$ cat src/rtl/edic_pkg.sv
// Shared definitions for the control unit, RAM wrapper and RAM arbiter.
package edic_pkg;

    localparam int ADDR_W = 8;
    localparam int DATA_W = 8;

    typedef enum logic [1:0] {
        RUN,
        GRANT,
        ACCESS
    } arb_state_t;

endpackage

$ cat src/rtl/ram_arbiter.sv
// Shares the single-port RAM between the CPU and the debug/loader port; the debug
// port is only granted at an instruction boundary and holds the CPU while it owns the RAM.
module ram_arbiter
    import edic_pkg::*;
#(
    parameter int ADDR_W    = edic_pkg::ADDR_W,
    parameter int DATA_W    = edic_pkg::DATA_W,
    parameter int MAX_BURST = 8
) (
    input  logic              i_clk,
    input  logic              i_nReset,
    input  logic [ADDR_W-1:0] i_cpuAddr,
    input  logic              i_cpuWe,
    input  logic [DATA_W-1:0] i_cpuWData,
    input  logic              i_cpuBoundary,
    output logic [DATA_W-1:0] o_cpuRData,
    output logic              o_cpuHold,
    input  logic              i_dbgReq,
    input  logic              i_dbgWe,
    input  logic [ADDR_W-1:0] i_dbgAddr,
    input  logic [DATA_W-1:0] i_dbgWData,
    input  logic              i_dbgHalt,
    output logic              o_dbgAck,
    output logic [DATA_W-1:0] o_dbgRData,
    output logic              o_dbgGranted,
    output logic [ADDR_W-1:0] o_ramAddr,
    output logic              o_ramWe,
    output logic [DATA_W-1:0] o_ramWData,
    input  logic [DATA_W-1:0] i_ramRData
);

    localparam int                CNT_W   = $clog2(MAX_BURST + 1);
    localparam logic [CNT_W-1:0]  CNT_MAX = CNT_W'(MAX_BURST);

    arb_state_t        r_state;
    logic [CNT_W-1:0]  r_cnt;
    logic [DATA_W-1:0] r_dbgRData;

    logic w_isRun;
    logic w_isAccess;

    always_ff @(posedge i_clk) begin
        if (!i_nReset) begin
            r_state    <= RUN;
            r_cnt      <= '0;
            r_dbgRData <= '0;
        end else begin
            case (r_state)
                RUN: begin
                    if ((i_dbgReq | i_dbgHalt) & i_cpuBoundary)
                        r_state <= GRANT;
                end
                GRANT: begin
                    if (i_dbgReq & (i_dbgHalt | (r_cnt < CNT_MAX))) begin
                        r_state <= ACCESS;
                    end else if (!i_dbgHalt) begin
                        r_state <= RUN;
                        r_cnt   <= '0;
                    end
                end
                ACCESS: begin
                    if (!i_dbgWe)
                        r_dbgRData <= i_ramRData;
                    if (r_cnt != CNT_MAX)
                        r_cnt <= r_cnt + 1'b1;
                    r_state <= GRANT;
                end
                default: r_state <= RUN;
            endcase
        end
    end

    assign w_isRun    = (r_state == RUN);
    assign w_isAccess = (r_state == ACCESS);

    // Write enable and ack are gated by reset so an access interrupted by reset leaves no trace.
    assign o_cpuHold    = ~w_isRun;
    assign o_dbgGranted = ~w_isRun;
    assign o_dbgAck     = w_isAccess & i_nReset;
    assign o_dbgRData   = r_dbgRData;
    assign o_cpuRData   = i_ramRData;

    assign o_ramAddr  = w_isRun ? i_cpuAddr  : i_dbgAddr;
    assign o_ramWData = w_isRun ? i_cpuWData : i_dbgWData;
    assign o_ramWe    = w_isRun ? i_cpuWe    : (w_isAccess & i_dbgWe & i_nReset);

endmodule

$ cat config.mk
export PLATFORM = sky130hd
export DESIGN_NAME = ram_arbiter
export DESIGN_NICKNAME = d
export VERILOG_FILES = /design/src/rtl/edic_pkg.sv /design/src/rtl/ram_arbiter.sv
export SDC_FILE = /design/constraint.sdc
export NUM_CORES = 1
export LEC_CHECK = 0
export ABC_CLOCK_PERIOD_IN_PS = 1700
export CAP_MARGIN = 20
export CORE_MARGIN = 3
export CORE_UTILIZATION = 28
export CTS_CLUSTER_DIAMETER = 40
export CTS_CLUSTER_SIZE = 16
export DETAILED_ROUTE_END_ITERATION = 7
export GPL_ROUTABILITY_DRIVEN = 0
export PLACE_DENSITY = 0.75
export SYNTH_ARGS = -nofsm -noshare
export SYNTH_HDL_FRONTEND = slang
export SYNTH_SLANG_ARGS = --single-unit
$ cat constraint.sdc
create_clock -name i_clk -period 1.7 [get_ports i_clk]
set_clock_uncertainty 0.15 [all_clocks]
set_input_delay 0.34 -clock i_clk [delete_from_list [all_inputs] [get_ports i_clk]]
set_output_delay 0.34 -clock i_clk [all_outputs]
set_load 0.05 [all_outputs]
# Word level (Yosys, flattened, before mapping)
# Index checks and enable logic that the tools add are counted.
[totals] reg_bits=14 in_bits=47 wordCells=38
[op_classes] n_addsub=1 magnitude_cmp=1 eq_ne=8 n_mux=11 bitwise_logic=9 n_reduce_logical=5
[ops] cell="two-way mux 8 bit" n=2
[ops] cell="two-way mux 4 bit" n=3
[ops] cell="case mux 4 bit (2 select lines)" n=1
[ops] cell="two-way mux 2 bit" n=3
[ops] cell="case mux 2 bit (3 select lines)" n=1
[ops] cell="bitwise AND 1 bit" n=5
[ops] cell="adder 4 x 1 -> 4 bit (second input constant)" n=1
[ops] cell="less-than comparator 4 bit (second input constant)" n=1
[ops] cell="!= test 2 x 1 -> 1 bit (second input constant)" n=2
[ops] cell="!= test 2 bit (second input constant)" n=2
[ops] cell="!= test 4 bit (second input constant)" n=1
[ops] cell="AND reduction 2 bit" n=2
[ops] cell="AND reduction 4 bit" n=1
[ops] cell="!= test 3 bit (second input constant)" n=1
[ops] cell="== test 2 x 1 -> 1 bit (second input constant)" n=1
[ops] cell="== test 2 bit (second input constant)" n=1
[ops] cell="zero test 2 bit" n=1
[ops] cell="inverter 1 bit" n=2
[ops] cell="bitwise OR 1 bit" n=2
[ops] cell="nonzero test 2 bit" n=1
[ops] cell="two-way mux 1 bit" n=1

# Longest topological paths before layout
# Gate-level depths: netlist (run 1).
[depth] word_depth=5 ltp_mapped=5

# Least setup slack after synthesis (run 1)
# No wires, ideal clock.
[synth_timing] path_type="reg-to-output" startpoint="reg r_state[0]" endpoint="out o_dbgGranted" arrival_ns=1.411 t_required_ns=1.210 setup_slack_ns=-0.201 path_stages_with_launch=6 n_path_buf=3 cell_sequence="dfxtp_1 -> buf_6 -> nor2_2 -> buf_4 -> inv_1 -> buf_4"
[synth_via] elab_chain_cells=2
[synth_rtl] item="start, declared" line="ram_arbiter.sv:35" source="arb_state_t r_state;"
[synth_rtl] item="start signal, assigned" line="ram_arbiter.sv:44" source="r_state <= RUN;"
[synth_rtl] item="start signal, assigned" line="ram_arbiter.sv:51" source="r_state <= GRANT;"
[synth_rtl] item="start signal, assigned" line="ram_arbiter.sv:55" source="r_state <= ACCESS;"
[synth_rtl] item="zero test 2 bit" line="ram_arbiter.sv:73" source="assign w_isRun = (r_state == RUN);"
[synth_rtl] item="inverter 1 bit"
[synth_rtl] item="end, declared" line="ram_arbiter.sv:25" source="output logic o_dbgGranted,"
# Every way passes these cells.

# Final worst setup path (run 1)
[layout_timing] startpoint="reg r_state[0]" endpoint="out o_ramAddr[0]"
[layout_via] elab_chain_cells=2
[layout_rtl] item="zero test 2 bit" line="ram_arbiter.sv:73"
[layout_rtl] item="two-way mux 8 bit" line="ram_arbiter.sv:83" source="assign o_ramAddr = w_isRun ? i_cpuAddr : i_dbgAddr;"
[layout_rtl] item="end, declared" line="ram_arbiter.sv:26" source="output logic [ADDR_W-1:0] o_ramAddr,"
# Every way passes these cells.

==> results of run 1 <==
==> layout make-up <==
cell class / count / area, sq um / share of cell area
Timing Repair Buffer: 95 / 1110 / 0.541
Multi-Input combinational cell: 65 / 563 / 0.273
Sequential cell: 14 / 283 / 0.137
Tap cell: 44 / 55.1 / 0.0267
Clock buffer: 3 / 22.5 / 0.0109
Inverter: 5 / 22.5 / 0.0109
==> worst register-to-register path, delay by kind of cell (launching register included) <==
family                     cells  cell delay, ns
adders and majority gates      1            0.20
AOI/OAI and AO/OA              1            0.09
DFF                            1            0.35
and+or+nand+nor                2            0.76
buffers and inverters          1            0.06
==> what timing repair did <==
action	in CTS	in global routing
setup buffers	1	1
hold buffers	0	0
setup endpoints to repair	23	20
hold endpoints to repair	0	0
cloned	0	0
pin swaps	1	0
gates resized for setup	18	0
==> routing by layer <==
layer  global-route usage  wire length (um)  vias to the layer above
met5                    0                 0                        -
met4               0.0237                 4                        0
met3               0.0745               482                        2
met2                0.250              1500                       76
met1                0.178              1320                      458
li1                     -                 -                      502
==> sequential cells by signal, indices dropped and copies added, names as in the netlist <==
name / count
r_state: 2
r_cnt: 4
o_dbgRData: 8
==> through the flow <==
stage | hold slack (ns) | cell area (sq um)
after detailed placement | 0.356 | 1970
after global placement | 0.348 | 1970
after floorplan | 0.313 | 980
final | 0.384 | 2060
after CTS | 0.381 | 2050
after global routing | 0.389 | 2060
==> synthesized netlist by cell type <==
library cell  number  area share
nand2b_1           2       0.013
clkbuf_1           1      0.0039
and3b_1            2       0.018
nand3_1            2       0.010
dfxtp_1           14        0.29
o22ai_1            1      0.0065
o21ai_0            1      0.0052
mux2_2            16        0.19
nor2_2             1      0.0065
o211ai_1           1      0.0078
buf_2              1      0.0052
buf_4             10       0.078
a22o_1             1      0.0091
mux2i_1           10        0.10
or4b_1             1       0.010
o22ai_4            1       0.021
nor3b_1            1      0.0078
ha_1               2       0.026
nand4_1            1      0.0065
a21oi_1            2       0.010
nand3b_1           1      0.0078
buf_6              2       0.023
nor2b_1            9       0.059
or3b_2             1      0.0091
or3b_1             1      0.0091
inv_1              5       0.020
o211ai_2           1       0.013
nand2_1            7       0.027
==> power by group through the flow <==
stage               Combinational [mW]  Sequential, mW  Clock [mW]
detailed placement               0.593           0.347           0
global route                     0.639           0.341       0.202
global placement                 0.587           0.347           0
floorplan                        0.338           0.351           0
finish                           0.616           0.341       0.186
CTS                              0.619           0.340       0.193
==> worst paths after layout <==
| path | end | cells past startpoint | slack, ns |
|---|---|---|---|
| hold reg to reg | r_state[1] | 2 | 0.38 |
| setup / recovery | o_ramAddr[0] | 4 | -0.23 |
| hold / removal | r_state[1] | 2 | 0.38 |
| setup reg to reg | r_cnt[2] | 5 | 0.03 |
==> cells by family (layout without fill, tap and decap cells) <==
logic type,after synthesis,count (layout),synth area share
multiplexers,26,26,0.292
adder cells (fa/ha/maj),2,2,0.0261
flip-flops,14,14,0.292
AND/OR/NAND/NOR,29,29,0.185
buffers and inverters,19,103,0.131
AO/OA/AOI/OAI,8,8,0.0731
==> run metrics, run 1 <==
Die ar.=4160 sq um; global-route wire length before repair=5000 um; clock buffer depth=2; number of clock sinks=14; period utilisation layout=1.14; diode count=0; syn nets=147; core footprint=3150 sq um; Remaining DRCs=0; area delta synth->final=115%; Mapped Area=958 sq um; final WL=3300 um; Hold Crit Class=reg -> reg; final hold vios=0; CP max-delay cell=dfxtp_2; DIE HEIGHT=64.5 um; final layout net count=233; # setup viols final=18; DR WL/cell=14.6 um; P_sw=0.429 mW; type of origin of the critical path=register; Initial DRC Count=26; crit path DAT=1.44 ns; FMAX=0.518 GHz; dpl hpwl=2620 um; initial antenna violation count=0; I/O Buffers=82; Root Driver=clkbuf_4; Lkg Pwr=0.817 nW; Crit path max-delay family=flip-flops; number of non-filler instances in the completed layout=226; clock slew at reported path FFs=0.08 ns; Max Cap Viol=0; vias in the first global route=1049; launch point of the critical path=r_state[0]; GRT Residual Overflow=0; failing checks=negative setup slack; Clock Power Share=0.163; CP required=1.21 ns; fillers=256; TritonCTS buffer count=3; register area share after synthesis=0.292; clk_lat worst skew=0.27 ns; layout cells sized above 1=0.423; Global Route Usage Sum=0.151; synthesized netlist cell count=98; RSZ-0062 raised after global routing=yes; Initial Utilization=0.304; Power Total=1.14 mW; synthesized flop and latch total=14; Max H-tree Level=1; Sw Ratio=0.376; largest net degree at the start of global routing=19; Logic pwr share=0.539; vias per cell=4.59; worst-path maximum fanout=18; via count=1038; Pwr per Cell Area=555 nW/um^2; worst-path cell chain=nor2_4 -> buf_12 -> mux2_2 -> buf_4; fin crit period=1.93 ns; dpl ws=-0.172 ns; status=finished with violations; slew margin rel.=0.840; Critical Path Max Stage Delay=0.37 ns; io pins=83; Setup TNS=-3.61 ns; most frequent cells in the layout=45 x clkdlybuf4s50_1, 19 x buf_12, 17 x buf_4; Reg-to-Reg Start=r_cnt[0]; Hold Path Origin=r_state[0]; antenna-violating nets left=0; Yosys cell types=28; CTS tree=yes; Worst-Margin Slew=0.240 ns; dpl cells=221; Site Rows=20; final slew viol count=0; commonest non-fill, non-tap cell in the layout=clkdlybuf4s50_1; Yosys warning count=0; Pint=0.713 mW; Syn Area/Cell=9.78 sq um; PnR worst setup slack=-0.231 ns; utilization of the core after routing=0.653; CP Capture Type=primary output; maximum vdd drop=0.454 mV; WS Path Type=reg -> out; iteration count of the initial detailed-routing pass=4; Reg power frac=0.298; Buf/Inv on CP=2; die span in x=64.5 um
(Power assumes the default switching activity.)
==> inputs of run 2 (changes only) <==
--- a/config.mk
+++ b/config.mk
@@ -7,6 +7,7 @@
 export LEC_CHECK = 0
 export ABC_CLOCK_PERIOD_IN_PS = 1700
 export CAP_MARGIN = 20
+export CORE_ASPECT_RATIO = 1.1
 export CORE_MARGIN = 3
 export CORE_UTILIZATION = 28
 export CTS_CLUSTER_DIAMETER = 40
@@ -14,6 +15,8 @@
 export DETAILED_ROUTE_END_ITERATION = 7
 export GPL_ROUTABILITY_DRIVEN = 0
 export PLACE_DENSITY = 0.75
+export SKIP_LAST_GASP = 1
+export SLEW_MARGIN = 40
 export SYNTH_ARGS = -nofsm -noshare
 export SYNTH_HDL_FRONTEND = slang
 export SYNTH_SLANG_ARGS = --single-unit
==> run 2 against run 1 <==
  * The run still ends with negative setup slack left
  * First-iteration DRC count decreased by 54%
  * Die area about the same
  * Via count increased by 0.19%
  * Critical path depth unchanged
  * Sequential power about the same
  * Flip-flop and latch count unchanged
  * Non-clock buffer count increased by 1
  * Sequential share of layout area increased by 0.26 points
  * Global-route usage decreased by 1.3 points
  * Final cell count decreased by 3.5%
==> run metrics, run 2 (synthesis results as in run 1) <==
status=finished with violations (unchanged); failing checks=negative setup slack (unchanged); TritonCTS buffer count=3 (unchanged); CP required=1.21 ns (about the same); Initial DRC Count=12 (was 26); via count=1040 (was 1038); I/O Buffers=82 (unchanged); CP Depth=4 (unchanged); FMAX=0.517 GHz (was 0.518 GHz); fin crit period=1.94 ns (was 1.93 ns); diode count=0 (unchanged); Initial Utilization=0.304 (unchanged); antenna-violating nets left=0 (unchanged); final layout net count=234 (was 233); hold path depth=1 (was 2); most frequent cells in the layout=45 x clkdlybuf4s50_1, 30 x buf_4, 19 x buf_12 (was 45 x clkdlybuf4s50_1, 19 x buf_12, 17 x buf_4); Clock Power Share=0.202 (was 0.163); final hold vios=0 (unchanged); area delta synth->final=111% (was 115%); utilization of the core after routing=0.641 (was 0.653); Pwr per Cell Area=577 nW/um^2 (was 555 nW/um^2); iteration count of the initial detailed-routing pass=4 (unchanged); commonest non-fill, non-tap cell in the layout=clkdlybuf4s50_1 (unchanged); die span in x=61.8 um (was 64.5 um); Site Rows=21 (was 20); Reg power frac=0.292 (was 0.298); reg-to-reg slack, setup=0.03 ns (about the same); worst-path maximum fanout=17 (was 18); PnR worst setup slack=-0.236 ns (was -0.231 ns); CP Capture Type=primary output (unchanged); Lkg Pwr=0.814 nW (was 0.817 nW); slew margin rel.=0.843 (was 0.840); Critical Path Max Stage Delay=0.34 ns (was 0.37 ns); dpl hpwl=2580 um (was 2620 um); Hold Path Origin=r_cnt[3] (was r_state[0]); worst-path cell chain=nor2_4 -> buf_12 -> mux2_2 -> buf_4 (unchanged); maximum vdd drop=0.577 mV (was 0.454 mV); Pint=0.744 mW (was 0.713 mW); Die ar.=4160 sq um (about the same); max FFs per register=8 (unchanged); # setup viols final=20 (was 18); dpl ws=-0.239 ns (was -0.172 ns); Crit path max-delay family=buffers and inverters (was flip-flops); core footprint=3150 sq um (unchanged); Global Route Usage Sum=0.137 (was 0.151); WS Path Type=reg -> out (unchanged); fillers=265 (was 256); final WL=3040 um (was 3300 um); clk_lat worst skew=0.27 ns (about the same); P_sw=0.421 mW (was 0.429 mW); hold endpoint=r_state[1] (unchanged); Buf/Inv on CP=2 (unchanged); vias per cell=4.77 (was 4.59); CTS tree=yes (unchanged); Root Driver=clkbuf_4 (unchanged); layout cells sized above 1=0.429 (was 0.423); Hold Crit Class=reg -> reg (unchanged); Power Total=1.17 mW (was 1.14 mW); DR WL/cell=13.9 um (was 14.6 um); period utilisation layout=1.14 (about the same); Worst-Margin Slew=0.236 ns (was 0.240 ns); Logic pwr share=0.507 (was 0.539); GRT Residual Overflow=0 (unchanged); final slew viol count=0 (unchanged); Reg2Reg Depth=6 (was 5); largest net degree at the start of global routing=18 (was 19); number of clock sinks=14 (unchanged); Max Cap Viol=0 (unchanged); hold_buf cts=0 (unchanged); R2R Path End=r_cnt[2] (unchanged); crit path DAT=1.45 ns (was 1.44 ns); Reg-to-Reg Start=r_state[1] (was r_cnt[0]); type of origin of the critical path=register (unchanged); vias in the first global route=1032 (was 1049); global-route wire length before repair=4350 um (was 5000 um); clock slew at reported path FFs=0.09 ns (was 0.08 ns); io pins=83 (unchanged); Remaining DRCs=0 (unchanged); clock buffer depth=2 (unchanged); Sw Ratio=0.361 (was 0.376); CP max-delay cell=dfxtp_2 (unchanged); Max H-tree Level=1 (unchanged); DIE HEIGHT=67.4 um (was 64.5 um); initial antenna violation count=0 (unchanged); RSZ-0062 raised after global routing=yes (unchanged)
[run 2: cell types whose count changed in the layout (fill, tap and decap cells not counted)]
| cell | delta |
|---|---|
| buf_4 | +13 |
| buf_6 | -12 |
| clkbuf_8 | +1 |
| or3b_2 | +1 |
| or3b_4 | -1 |
[run 2: worst max-delay path by stage]
stage | startpoint | end
4_1_cts | r_state[1] | o_ramWData[6]
3_3_place_gp | i_nReset | o_ramWe
5_1_grt | r_state[1] | o_ramWData[7]
2_1_floorplan | r_state[0] | o_dbgGranted
6_report | r_state[1] | o_ramWData[6]
3_5_place_dp | i_dbgHalt | r_cnt[0]
[run 2: timing repair]
item	4_1_cts	5_1_grt
pin swaps	1	1
setup buffers	2	1
resized for setup	5	0
endpoints found under the setup margin	21	22
[run 2: layout make-up]
type	instances	area, sq um	area share
clock buffer	4	36.3	0.0180
tap	34	42.5	0.0211
sequential	14	283	0.140
inverter	5	22.5	0.0111
multi-input combinational	65	561	0.277
timing repair buffer	96	1080	0.533
[run 2: worst reg2reg max path, stage by stage, from the launching register on]
cell      delay, ns
dfxtp_2        0.36
buf_4          0.14
and3b_2        0.22
buf_4          0.12
buf_4          0.10
or4b_1         0.44
o211ai_2       0.09
[run 2: routing by layer]
layer | vias up | wire, um | GRT usage | part of all wire
met5 | - | 0 | 0 | 0
met2 | 64 | 1500 | 0.259 | 0.50
met4 | 0 | 17 | 0.0398 | 0.0056
met3 | 2 | 480 | 0.0440 | 0.16
met1 | 465 | 1040 | 0.140 | 0.34
li1 | 509 | - | - | -
[run 2: power groups by stage]
stage	Sequential (mW)	Combinational [mW]	Clock, mW
CTS	0.340	0.596	0.241
global placement	0.346	0.588	0
floorplan	0.351	0.338	0
finish	0.340	0.590	0.235
global route	0.340	0.617	0.259
detailed placement	0.347	0.594	0
[run 2: through the flow]
step	hold slack [ns]	cell area, sq um	TNS, ns	instances
3_3_place_gp	0.340	1960	-0.979	211
3_5_place_dp	0.363	1960	-1.51	211
6_report	0.391	2020	-3.95	218
4_1_cts	0.390	2010	-4.27	217
2_1_floorplan	0.313	980	-0.244	98
5_1_grt	0.411	2020	-5.19	218
